`src/rtl/instr_encoder_pkg.sv`:
```
// Shared instruction codes, RV32 opcode/funct constants and encoder FSM states.
package instr_encoder_pkg;

    // Decoded-form operation codes carried on in_op_type
    localparam logic [4:0] I_NULL  = 5'd0;
    localparam logic [4:0] I_ADD   = 5'd1;
    localparam logic [4:0] I_SUB   = 5'd2;
    localparam logic [4:0] I_MUL   = 5'd3;
    localparam logic [4:0] I_MULH  = 5'd4;
    localparam logic [4:0] I_XOR   = 5'd5;
    localparam logic [4:0] I_OR    = 5'd6;
    localparam logic [4:0] I_AND   = 5'd7;
    localparam logic [4:0] I_ADDI  = 5'd8;
    localparam logic [4:0] I_LW    = 5'd9;
    localparam logic [4:0] I_SW    = 5'd10;
    localparam logic [4:0] I_BEQ   = 5'd11;
    localparam logic [4:0] I_BNE   = 5'd12;
    localparam logic [4:0] I_BLT   = 5'd13;
    localparam logic [4:0] I_BGE   = 5'd14;
    localparam logic [4:0] I_JAL   = 5'd15;
    localparam logic [4:0] I_LUI   = 5'd16;
    localparam logic [4:0] I_AUIPC = 5'd17;
    localparam logic [4:0] I_ERR   = 5'd31;

    // RV32 major opcodes
    localparam logic [6:0] OPC_OP     = 7'b0110011;
    localparam logic [6:0] OPC_OPIMM  = 7'b0010011;
    localparam logic [6:0] OPC_LOAD   = 7'b0000011;
    localparam logic [6:0] OPC_STORE  = 7'b0100011;
    localparam logic [6:0] OPC_BRANCH = 7'b1100011;
    localparam logic [6:0] OPC_JAL    = 7'b1101111;
    localparam logic [6:0] OPC_LUI    = 7'b0110111;
    localparam logic [6:0] OPC_AUIPC  = 7'b0010111;

    // funct3 values shared by decoder and encoder
    localparam logic [2:0] F3_ADD  = 3'b000;
    localparam logic [2:0] F3_MULH = 3'b001;
    localparam logic [2:0] F3_XOR  = 3'b100;
    localparam logic [2:0] F3_OR   = 3'b110;
    localparam logic [2:0] F3_AND  = 3'b111;
    localparam logic [2:0] F3_WORD = 3'b010;
    localparam logic [2:0] F3_BEQ  = 3'b000;
    localparam logic [2:0] F3_BNE  = 3'b001;
    localparam logic [2:0] F3_BLT  = 3'b100;
    localparam logic [2:0] F3_BGE  = 3'b101;

    // funct7 values
    localparam logic [6:0] F7_BASE = 7'h00;
    localparam logic [6:0] F7_SUB  = 7'h20;
    localparam logic [6:0] F7_MUL  = 7'h01;

    typedef enum logic [1:0] {
        ST_IDLE,
        ST_RUN,
        ST_TERM,
        ST_DONE
    } enc_state_t;

    // Assemble an R-type word from its fields
    function automatic logic [31:0] enc_r(input logic [6:0] f7, input logic [4:0] rs2,
                                          input logic [4:0] rs1, input logic [2:0] f3,
                                          input logic [4:0] rd);
        return {f7, rs2, rs1, f3, rd, OPC_OP};
    endfunction

endpackage

```
`src/rtl/instr_encoder_pack.sv`:
```
// Combinational field packing of one decoded request plus its legality check.
module instr_pack
    import instr_encoder_pkg::*;
(
    input  logic [4:0]  op_type,
    input  logic [4:0]  rs1,
    input  logic [4:0]  rs2,
    input  logic [4:0]  rd,
    input  logic [31:0] offset,
    input  logic [31:0] immediate,
    output logic [31:0] word,
    output logic        legal
);

    logic addi_ok;
    logic branch_ok;
    logic jal_ok;
    logic upper_ok;
    logic mem_ok;

    // Range checks: upper bits must be a pure sign extension (or zero for memory offsets)
    assign addi_ok   = (&immediate[31:11]) || !(|immediate[31:11]);
    assign branch_ok = !offset[0] && ((&offset[31:12]) || !(|offset[31:12]));
    assign jal_ok    = !offset[0] && ((&offset[31:20]) || !(|offset[31:20]));
    assign upper_ok  = !(|immediate[11:0]);
    assign mem_ok    = !(|offset[31:12]);

    // Select the instruction format and scatter the immediate bits into place
    always_comb begin
        word  = 32'h0;
        legal = 1'b0;
        case (op_type)
            I_ADD:   begin word = enc_r(F7_BASE, rs2, rs1, F3_ADD,  rd); legal = 1'b1; end
            I_SUB:   begin word = enc_r(F7_SUB,  rs2, rs1, F3_ADD,  rd); legal = 1'b1; end
            I_MUL:   begin word = enc_r(F7_MUL,  rs2, rs1, F3_ADD,  rd); legal = 1'b1; end
            I_MULH:  begin word = enc_r(F7_MUL,  rs2, rs1, F3_MULH, rd); legal = 1'b1; end
            I_XOR:   begin word = enc_r(F7_BASE, rs2, rs1, F3_XOR,  rd); legal = 1'b1; end
            I_OR:    begin word = enc_r(F7_BASE, rs2, rs1, F3_OR,   rd); legal = 1'b1; end
            I_AND:   begin word = enc_r(F7_BASE, rs2, rs1, F3_AND,  rd); legal = 1'b1; end
            I_ADDI: begin
                word  = {immediate[11:0], rs1, F3_ADD, rd, OPC_OPIMM};
                legal = addi_ok;
            end
            I_LW: begin
                word  = {offset[11:0], rs1, F3_WORD, rd, OPC_LOAD};
                legal = mem_ok;
            end
            I_SW: begin
                word  = {offset[11:5], rs2, rs1, F3_WORD, offset[4:0], OPC_STORE};
                legal = mem_ok;
            end
            I_BEQ, I_BNE, I_BLT, I_BGE: begin
                word = {offset[12], offset[10:5], rs2, rs1, 3'b000,
                        offset[4:1], offset[11], OPC_BRANCH};
                case (op_type)
                    I_BNE:   word[14:12] = F3_BNE;
                    I_BLT:   word[14:12] = F3_BLT;
                    I_BGE:   word[14:12] = F3_BGE;
                    default: word[14:12] = F3_BEQ;
                endcase
                legal = branch_ok;
            end
            I_JAL: begin
                word  = {offset[20], offset[10:1], offset[11], offset[19:12], rd, OPC_JAL};
                legal = jal_ok;
            end
            I_LUI: begin
                word  = {immediate[31:12], rd, OPC_LUI};
                legal = upper_ok;
            end
            I_AUIPC: begin
                word  = {immediate[31:12], rd, OPC_AUIPC};
                legal = upper_ok;
            end
            default: begin
                word  = 32'h0;
                legal = 1'b0;
            end
        endcase
    end

endmodule

```
`src/rtl/instr_encoder.sv`:
```
// Streaming instruction encoder: packs requests and writes them to consecutive
// word addresses, finishing each program with a null terminator word.
module instr_encoder
    import instr_encoder_pkg::*;
#(
    parameter int ADDR_W    = 10,
    parameter int BASE_ADDR = 0
) (
    input  logic              clk,
    input  logic              rst_n,
    input  logic              start,
    input  logic              finish,
    input  logic              in_valid,
    output logic              in_ready,
    input  logic [4:0]        in_op_type,
    input  logic [4:0]        in_rs1,
    input  logic [4:0]        in_rs2,
    input  logic [4:0]        in_rd,
    input  logic [31:0]       in_offset,
    input  logic [31:0]       in_immediate,
    output logic              out_valid,
    input  logic              out_ready,
    output logic [ADDR_W-1:0] out_addr,
    output logic [31:0]       out_word,
    output logic              busy,
    output logic              done,
    output logic              err,
    output logic [ADDR_W:0]   count
);

    localparam logic [ADDR_W-1:0] BASE = ADDR_W'(BASE_ADDR);
    localparam logic [ADDR_W-1:0] LAST = '1;

    enc_state_t        state;
    logic [ADDR_W-1:0] next_addr;
    logic [31:0]       pack_word;
    logic              pack_legal;
    logic              out_free;
    logic              accept;

    instr_pack u_pack (
        .op_type   (in_op_type),
        .rs1       (in_rs1),
        .rs2       (in_rs2),
        .rd        (in_rd),
        .offset    (in_offset),
        .immediate (in_immediate),
        .word      (pack_word),
        .legal     (pack_legal)
    );

    // The last address is kept free so the terminator always has a slot
    assign out_free = !out_valid || out_ready;
    assign in_ready = (state == ST_RUN) && out_free && (next_addr != LAST);
    assign accept   = in_valid && in_ready;
    assign busy     = (state == ST_RUN) || (state == ST_TERM);
    assign done     = (state == ST_DONE);

    // Program-writer FSM with the output register, address counter and status
    always_ff @(posedge clk or negedge rst_n) begin
        if (!rst_n) begin
            state     <= ST_IDLE;
            next_addr <= BASE;
            out_addr  <= BASE;
            out_word  <= 32'h0;
            out_valid <= 1'b0;
            err       <= 1'b0;
            count     <= '0;
        end else begin
            if (out_valid && out_ready) begin
                out_valid <= 1'b0;
            end
            case (state)
                ST_IDLE, ST_DONE: begin
                    if (start) begin
                        state     <= ST_RUN;
                        next_addr <= BASE;
                        count     <= '0;
                        err       <= 1'b0;
                    end
                end
                ST_RUN: begin
                    if (accept) begin
                        if (pack_legal) begin
                            out_word  <= pack_word;
                            out_addr  <= next_addr;
                            out_valid <= 1'b1;
                            next_addr <= next_addr + ADDR_W'(1);
                            count     <= count + (ADDR_W + 1)'(1);
                        end else begin
                            err <= 1'b1;
                        end
                    end
                    if (finish) begin
                        state <= ST_TERM;
                    end
                end
                ST_TERM: begin
                    if (out_free) begin
                        out_word  <= 32'h0;
                        out_addr  <= next_addr;
                        out_valid <= 1'b1;
                        state     <= ST_DONE;
                    end
                end
                default: state <= ST_IDLE;
            endcase
        end
    end

endmodule

```
`config.mk`:
```
export PLATFORM = sky130hd
export DESIGN_NAME = instr_encoder
export DESIGN_NICKNAME = d
export VERILOG_FILES = /design/src/rtl/instr_encoder_pkg.sv /design/src/rtl/instr_encoder_pack.sv /design/src/rtl/instr_encoder.sv
export SDC_FILE = /design/constraint.sdc
export NUM_CORES = 1
export LEC_CHECK = 0
export ABC_AREA = 1
export BUFFER_PORTS_ARGS = -buffer_cell sky130_fd_sc_hd__buf_2
export CORE_MARGIN = 5
export CORE_UTILIZATION = 47
export DETAILED_ROUTE_END_ITERATION = 8
export PLACE_DENSITY = 0.83
export SLEW_MARGIN = 20
export SYNTH_ARGS = -nofsm -noshare
export SYNTH_HDL_FRONTEND = slang
export SYNTH_HIERARCHICAL = 1
export SYNTH_SLANG_ARGS = --single-unit
```
`constraint.sdc`:
```
create_clock -name clk -period 1.6 [get_ports clk]
set_input_delay 0.16 -clock clk [delete_from_list [all_inputs] [get_ports clk]]
set_output_delay 0.16 -clock clk [all_outputs]
set_load 0.1 [all_outputs]
```
==> results.toml, run 1 <==
[clock_network]
clk_pin_slew_ns = 0.09
h-tree-depth = 3
root_buffer = "clkbuf_8"
cts_sinks = 67
cts_buffer_depth = 2
clk_latency_ns = 0.36
numCtsBuffers = 9
cts_tree = "done"

[critical_path]
reg2reg_to = "count[1]$_DFFE_PN0P_"
critPathMaxStageDelay_ns = 0.43
crit_slowest_cell = "dfrtp_1"
critical-path-top-delay-family = "simple AND/OR/NAND/NOR gates"
path_depth = 10
timing.rr.start = "next_addr[3]$_DFFE_PN0P_"
rr_worst_depth = 10
reg2reg_slack_ns = -0.20
critical_path.cell_chain = "inv_1, nor2_4, nand3_4, buf_4, nand3_4, nand2_1, nand2_4, clkbuf_16, nand2_1, nand2_1"
required_ns = 1.89
startpoint = "next_addr[3]$_DFFE_PN0P_"
cp_common_cell = "nand2_1"
crit_fanout = 5
critPathBufInv = 3
cp-end-kind = "flop"
critical_path_class = "flop to flop"
worstSetupStartpointType = "flop"
crit_arrival_ns = 2.09
cp-endpoint = "count[1]$_DFFE_PN0P_"

[sta]
worst_slack_ns = -0.202
fin_setup_tns_ns = -7.42
maxSlewViolCount = 0
hold_violations = 0
min_period_over_period_pct = 113
setup_viol = 67
min_period_ns = 1.80
fin_hold_ws_ns = 0.122
slew_headroom_pct = 65.7
fin_skew_ns = 0.0164
worst_pin_slew_ns = 0.518
grt_setup_unrepaired = "yes"
max_freq_mhz = 555

[floorplanning]
start_util_pct = 47.7
io_pins = 148
core_region_area_um2 = 10200
core.rowCount = 37
die-area_um2 = 12500
die_w_um = 112
die_h_um = 112

[yosys]
yosys.cell_types.count = 41
synthCells = 759
async_flop_share_pct = 100
ys_warn_count = 6
yosysSeqAreaShare_pct = 34.5
synth_area_um2 = 4860
avgSynthCellArea_um2 = 6.40
synth_top_area_share_pct = 34.5
ys_top_cells_by_area = "dfrtp_1 34%, nand2_1 27%, nor2_1 5.8%"
synth_nets = 854
synth_edf_count = 0
synth-main-ff-cell = "dfrtp_1"
synth_area_leader_cell = "dfrtp_1"
ys_ff_latch = 67

[run_status]
outcome = "finished with violations"
failed_checks = "negative setup slack"

[global_route]
grt_pass1_vias = 5543
grt_pass1_wl_um = 26100
grt_max_degree = 68
grt_use_met2_pct = 43.6
met3_usage_pct = 4.84
grt_overflow = 0
use_met1_pct = 31.7
antenna_found_initial = 0
busiest_layer = "met2"
grt_util_all_layers_pct = 25.5

[cells_and_area]
num_antenna_cells = 0
fin_nets = 1095
drive_above_1_share_pct = 40.9
nFillCells = 813
syn_to_final_growth_pct = 52.2

[drt]
drc_errors = 0
drt_iter0_drc = 363
detail_route.vias_per_cell = 5.13
drt_wl_total_um = 17200
ant_nets = 0
dr.pass1.iters = 5
avgRoutedWirePerCell_um = 15.1
dr_total_vias = 5852

[pwr]
fin_total_pwr_mw = 12.6
peakVddDrop_v = 0.000973
power_density_nw_per_um2 = 1700
leakagePower_nw = 4.12

[placed_design]
finalWeightedCongestion = 0.988
port_buffers = 147
dp_hpwl_um = 12100

[hold_path]
hold_class = "primary input to flop"

[flow_run]
maxCapViolCount = 0
-- cell type report --
cell class,instances,area (µm²),area share [%]
Clock buffer,12,155,2.10
Clock inverter,4,72.6,0.981
Inverter,69,283,3.82
Multi-Input combinational cell,598,3210,43.4
Sequential cell,67,1700,22.9
Tap cell,136,170,2.30
Timing Repair Buffer,255,1810,24.4
-- cells by family (layout without fill, tap and decap cells) --
logic type | count (synthesis) | count (layout) | share of synthesized area (%)
buffers and inverters | 94 | 340 | 8.47
flip-flops | 67 | 67 | 34.5
AND/OR/NAND/NOR | 553 | 553 | 50.3
AO/OA/AOI/OAI | 37 | 37 | 4.87
XOR/XNOR | 3 | 3 | 0.541
adder cells (fa/ha/maj) | 5 | 5 | 1.29
-- stage by stage --
stage	area [µm²]	util, %	setup slack, ns	instances
floorplan	5010	-	-0.191	759
global placement	6500	63.8	-0.243	1102
detailed placement	6500	63.8	-0.307	1102
CTS	6930	68.0	-0.143	1130
global route	7400	72.6	-0.281	1141
finish	7400	72.6	-0.202	1141
-- worst reg2reg max path, cell delays in order (launching register included) --
cell and delay (ns):
dfrtp_1 0.43, inv_1 0.15, nor2_4 0.17, nand3_4 0.10, buf_4 0.17, nand3_4 0.09
nand2_1 0.17, nand2_4 0.19, clkbuf_16 0.17, nand2_1 0.05, nand2_1 0.05
-- Yosys cell counts, types with 8 or more instances --
master	number
nand2_1	353
nor2_1	75
dfrtp_1	67
inv_1	60
nand3_1	50
nand3b_1	32
nand4_1	13
o21ai_0	11
a21oi_1	8
buf_2	8
inv_2	8
-- registers in the layout, indices dropped and copies added, names as in the netlist --
| name | cells |
|---|---|
| state | 2 |
| err | 1 |
| out_valid | 1 |
| out_addr | 10 |
| out_word | 32 |
| count | 11 |
| next_addr | 10 |
-- where the power goes --
group	internal [mW]	leakage, nW	switching [mW]
sequential	2.04	0.891	0.303
clock	0.961	0.113	0.665
combinational	2.80	3.11	5.78
total	5.80	4.12	6.75
-- layer usage --
layer / part of all wire, % / wire length [µm] / vias up
met1: 40 / 6860 / 2720
met3: 6.6 / 1140 / 39
met5: 0 / 0 / -
met4: 2.9 / 505 / 0
met2: 50 / 8680 / 232
li1: - / - / 2861
-- worst min path at each step --
stage,from,endpoint,slack (ns),depth (start not counted)
final,in_valid,err$_DFFE_PN0P_,0.12,3
after global routing,in_valid,err$_DFFE_PN0P_,0.13,3
after CTS,in_valid,err$_DFFE_PN0P_,0.09,3
after detailed placement,rst_n,out_addr[4]$_DFFE_PN0P_,0.21,2
after global placement,rst_n,out_addr[4]$_DFFE_PN0P_,0.21,2
after floorplan,rst_n,count[10]$_DFFE_PN0P_,-0.14,0
-- cell usage in the layout, fill, tap and decap left out, types with 3 or more instances in the layout --
cell type / instances
clkbuf_8: 11
buf_6: 10
dfrtp_1: 56
nand3_1: 40
inv_4: 3
nor2_2: 9
a21oi_1: 8
nand2_4: 23
clkbuf_16: 3
a22o_1: 3
inv_2: 7
nand2_1: 284
nor2_4: 7
nand4_1: 13
nand2_2: 53
ha_4: 3
dfrtp_2: 8
nor2_1: 70
o21ai_1: 3
dfrtp_4: 3
buf_2: 144
nand3_2: 13
nand3_4: 3
buf_4: 85
inv_1: 57
nand3b_1: 32
buf_12: 9
o21ai_0: 10
-- timing repair --
item                       in CTS  in global routing
gates resized for setup        15                106
setup endpoints to repair      38                 69
hold endpoints to repair       67                  0
gates cloned                    2                  3
buffers inserted                9                  9
pin swaps                       6                 17
hold buffers                    1                  0
No activity file was read; power rests on OpenSTA's default activity.
==> run 2: changes to the inputs <==
--- a/config.mk
+++ b/config.mk
@@ -7,12 +7,11 @@
 export LEC_CHECK = 0
 export ABC_AREA = 1
 export BUFFER_PORTS_ARGS = -buffer_cell sky130_fd_sc_hd__buf_2
-export CORE_MARGIN = 5
+export CAP_MARGIN = 15
 export CORE_UTILIZATION = 47
 export DETAILED_ROUTE_END_ITERATION = 8
-export PLACE_DENSITY = 0.83
+export PLACE_DENSITY = 0.84
 export SLEW_MARGIN = 20
 export SYNTH_ARGS = -nofsm -noshare
 export SYNTH_HDL_FRONTEND = slang
-export SYNTH_HIERARCHICAL = 1
 export SYNTH_SLANG_ARGS = --single-unit
==> results.toml, run 2 <==
[critical_path]
crit_slowest_cell = "dfrtp_1"
critical_path_class = "flop to flop"
critical-path-top-delay-family = "simple AND/OR/NAND/NOR gates"
critical_path.cell_chain = "ha_2, nand2_2, inv_2, nand2_4, nor2_4, nand3b_1, nand3_2, a21oi_2, nand2_2, buf_12, nand2_2, o21ai_1"
critPathBufInv = 2
cp_common_cell = "nand2_2"
crit_arrival_ns = 2.15
cp-end-kind = "flop"
crit_fanout = 20
required_ns = 1.83
worstSetupStartpointType = "flop"
critPathMaxStageDelay_ns = 0.39

[sta]
min_period_over_period_pct = 120
grt_setup_unrepaired = "yes"
fin_setup_tns_ns = -16.67
slew_headroom_pct = 63.2
maxSlewViolCount = 0
min_period_ns = 1.92
worst_slack_ns = -0.324
worst_pin_slew_ns = 0.553
setup_viol = 66
fin_skew_ns = 0.0104
max_freq_mhz = 520
hold_violations = 0

[global_route]
grt_util_all_layers_pct = 29.6
grt_max_degree = 37
antenna_found_initial = 0
grt_overflow = 0
grt_pass1_vias = 5054
grt_pass1_wl_um = 23800

[yosys]
synth_edf_count = 0
yosys-top-cells-count = "265 x nand2_1, 66 x dfrtp_1, 64 x nor2_1"
synth_area_leader_cell = "dfrtp_1"
yosysSeqAreaShare_pct = 35.6
ys_warn_count = 0
synthCells = 695
synth_top_area_share_pct = 35.6
synth-main-ff-cell = "dfrtp_1"
ys_ff_latch = 66
synth_nets = 791
avgSynthCellArea_um2 = 6.68
synth_most_common_cell = "nand2_1"
synth_area_um2 = 4640
async_flop_share_pct = 100
ys_top_cells_by_area = "dfrtp_1 36%, nand2_1 21%, nand4_1 6.6%"
yosys.cell_types.count = 36

[drt]
drc_errors = 0
dr.pass1.iters = 6
drt_wl_total_um = 15700
ant_nets = 0
avgRoutedWirePerCell_um = 14.7
detail_route.vias_per_cell = 5.40
dr_total_vias = 5759
drt_iter0_drc = 491

[run_status]
failed_checks = "negative setup slack"
outcome = "finished with violations"

[cells_and_area]
largest_reg_flops = 31
fin_area_um2 = 6730
num_antenna_cells = 0
syn_to_final_growth_pct = 44.9
fin_nets = 1028
drive_above_1_share_pct = 37.8
top_register = "out_word"
fin_cells = 1066
top_regs = "out_word (31), count (11)"
final_util_pct = 71.5
layout_commonest_cell = "nand2_1"
layout_common_cells = "242 x nand2_1, 144 x buf_2, 90 x buf_4, 62 x dfrtp_1, 61 x nor2_1"

[floorplanning]
core_region_area_um2 = 9420
die_h_um = 101
core.rowCount = 35
die_w_um = 101
die-area_um2 = 10300
start_util_pct = 49.3
io_pins = 148

[hold_path]
hold_class = "primary input to flop"

[clock_network]
clk_pin_slew_ns = 0.07
h-tree-depth = 3
cts_tree = "done"
cts_sinks = 66
numCtsBuffers = 9
root_buffer = "clkbuf_8"
clk_latency_ns = 0.35
cts_buffer_depth = 2

[placed_design]
dp_hpwl_um = 11100
placed_cell_area_um2 = 6260
dp_cells = 1038
port_buffers = 147
finalWeightedCongestion = 0.983

[pwr]
power_density_nw_per_um2 = 1970
peakVddDrop_v = 0.00141
leakagePower_nw = 3.62
fin_total_pwr_mw = 13.2

[flow_run]
maxCapViolCount = 0
-- run 2: kinds of logic after synthesis --
group / Yosys count / share of synthesized area, %
buf+inv: 72 / 6.98
flops: 66 / 35.6
compound gates: 75 / 9.03
xor+xnor: 4 / 0.754
simple gates: 472 / 46.1
fa+ha+maj: 6 / 1.62
-- run 2: per-stage QoR --
step                      hold WS [ns]  worst slack [ns]
after detailed placement         0.180            -0.216
final                            0.165            -0.324
after floorplan                 -0.136            -0.339
after CTS                        0.159            -0.218
after global routing             0.177            -0.369
after global placement           0.180            -0.201
-- run 2: metal layers --
layer	up-vias	global-route usage (%)	share of wire [%]
met5	-	0	0
met4	0	11.0	3.7
met3	52	7.73	10
met2	344	45.3	44
met1	2598	40.4	42
li1	2765	-	-
-- run 2: power breakdown --
group	internal [mW]	switching, mW
registers	2.23	0.415
logic	2.49	6.51
clock network	0.884	0.689
-- run 2: worst register-to-register path, cell delays in order (launching register included) --
cell and delay [ns]:
dfrtp_1 0.39, ha_2 0.20, nand2_2 0.07, inv_2 0.05, nand2_4 0.07, nor2_4 0.03
nand3b_1 0.14, nand3_2 0.18, a21oi_2 0.25, nand2_2 0.12, buf_12 0.18, nand2_2 0.06
o21ai_1 0.06
-- run 2: worst paths after layout --
check,startpoint,end,slack (ns),depth (start not counted)
min in group asynchronous,rst_n,out_valid$_DFF_PN0_,0.34,2
hold / removal,in_rd[0],out_word[7]$_DFFE_PN0P_,0.17,5
hold reg to reg,out_word[14]$_DFFE_PN0P_,out_word[14]$_DFFE_PN0P_,0.47,2
setup / recovery,next_addr[1]$_DFFE_PN0P_,next_addr[2]$_DFFE_PN0P_,-0.32,12
max in group asynchronous,rst_n,out_word[24]$_DFFE_PN0P_,0.69,3
setup reg to reg,next_addr[1]$_DFFE_PN0P_,next_addr[2]$_DFFE_PN0P_,-0.32,12
-- run 2: cell type report --
class                      instances  area [µm²]
multi-input combinational        557        2820
fill                             744        2690
timing repair buffer             252        1690
sequential                        66        1660
inverter                          46         183
tap                              129         161
clock buffer                      10         128
clock inverter                     6        90.1
-- run 2: what timing repair did --
item / CTS / global route
endpoints found under the hold margin: 21 / 0
endpoints found under the setup margin: 67 / 69
hold buffers: 1 / 0
pin swaps: 5 / 5
setup buffers: 7 / 5
gates resized for setup: 20 / 24
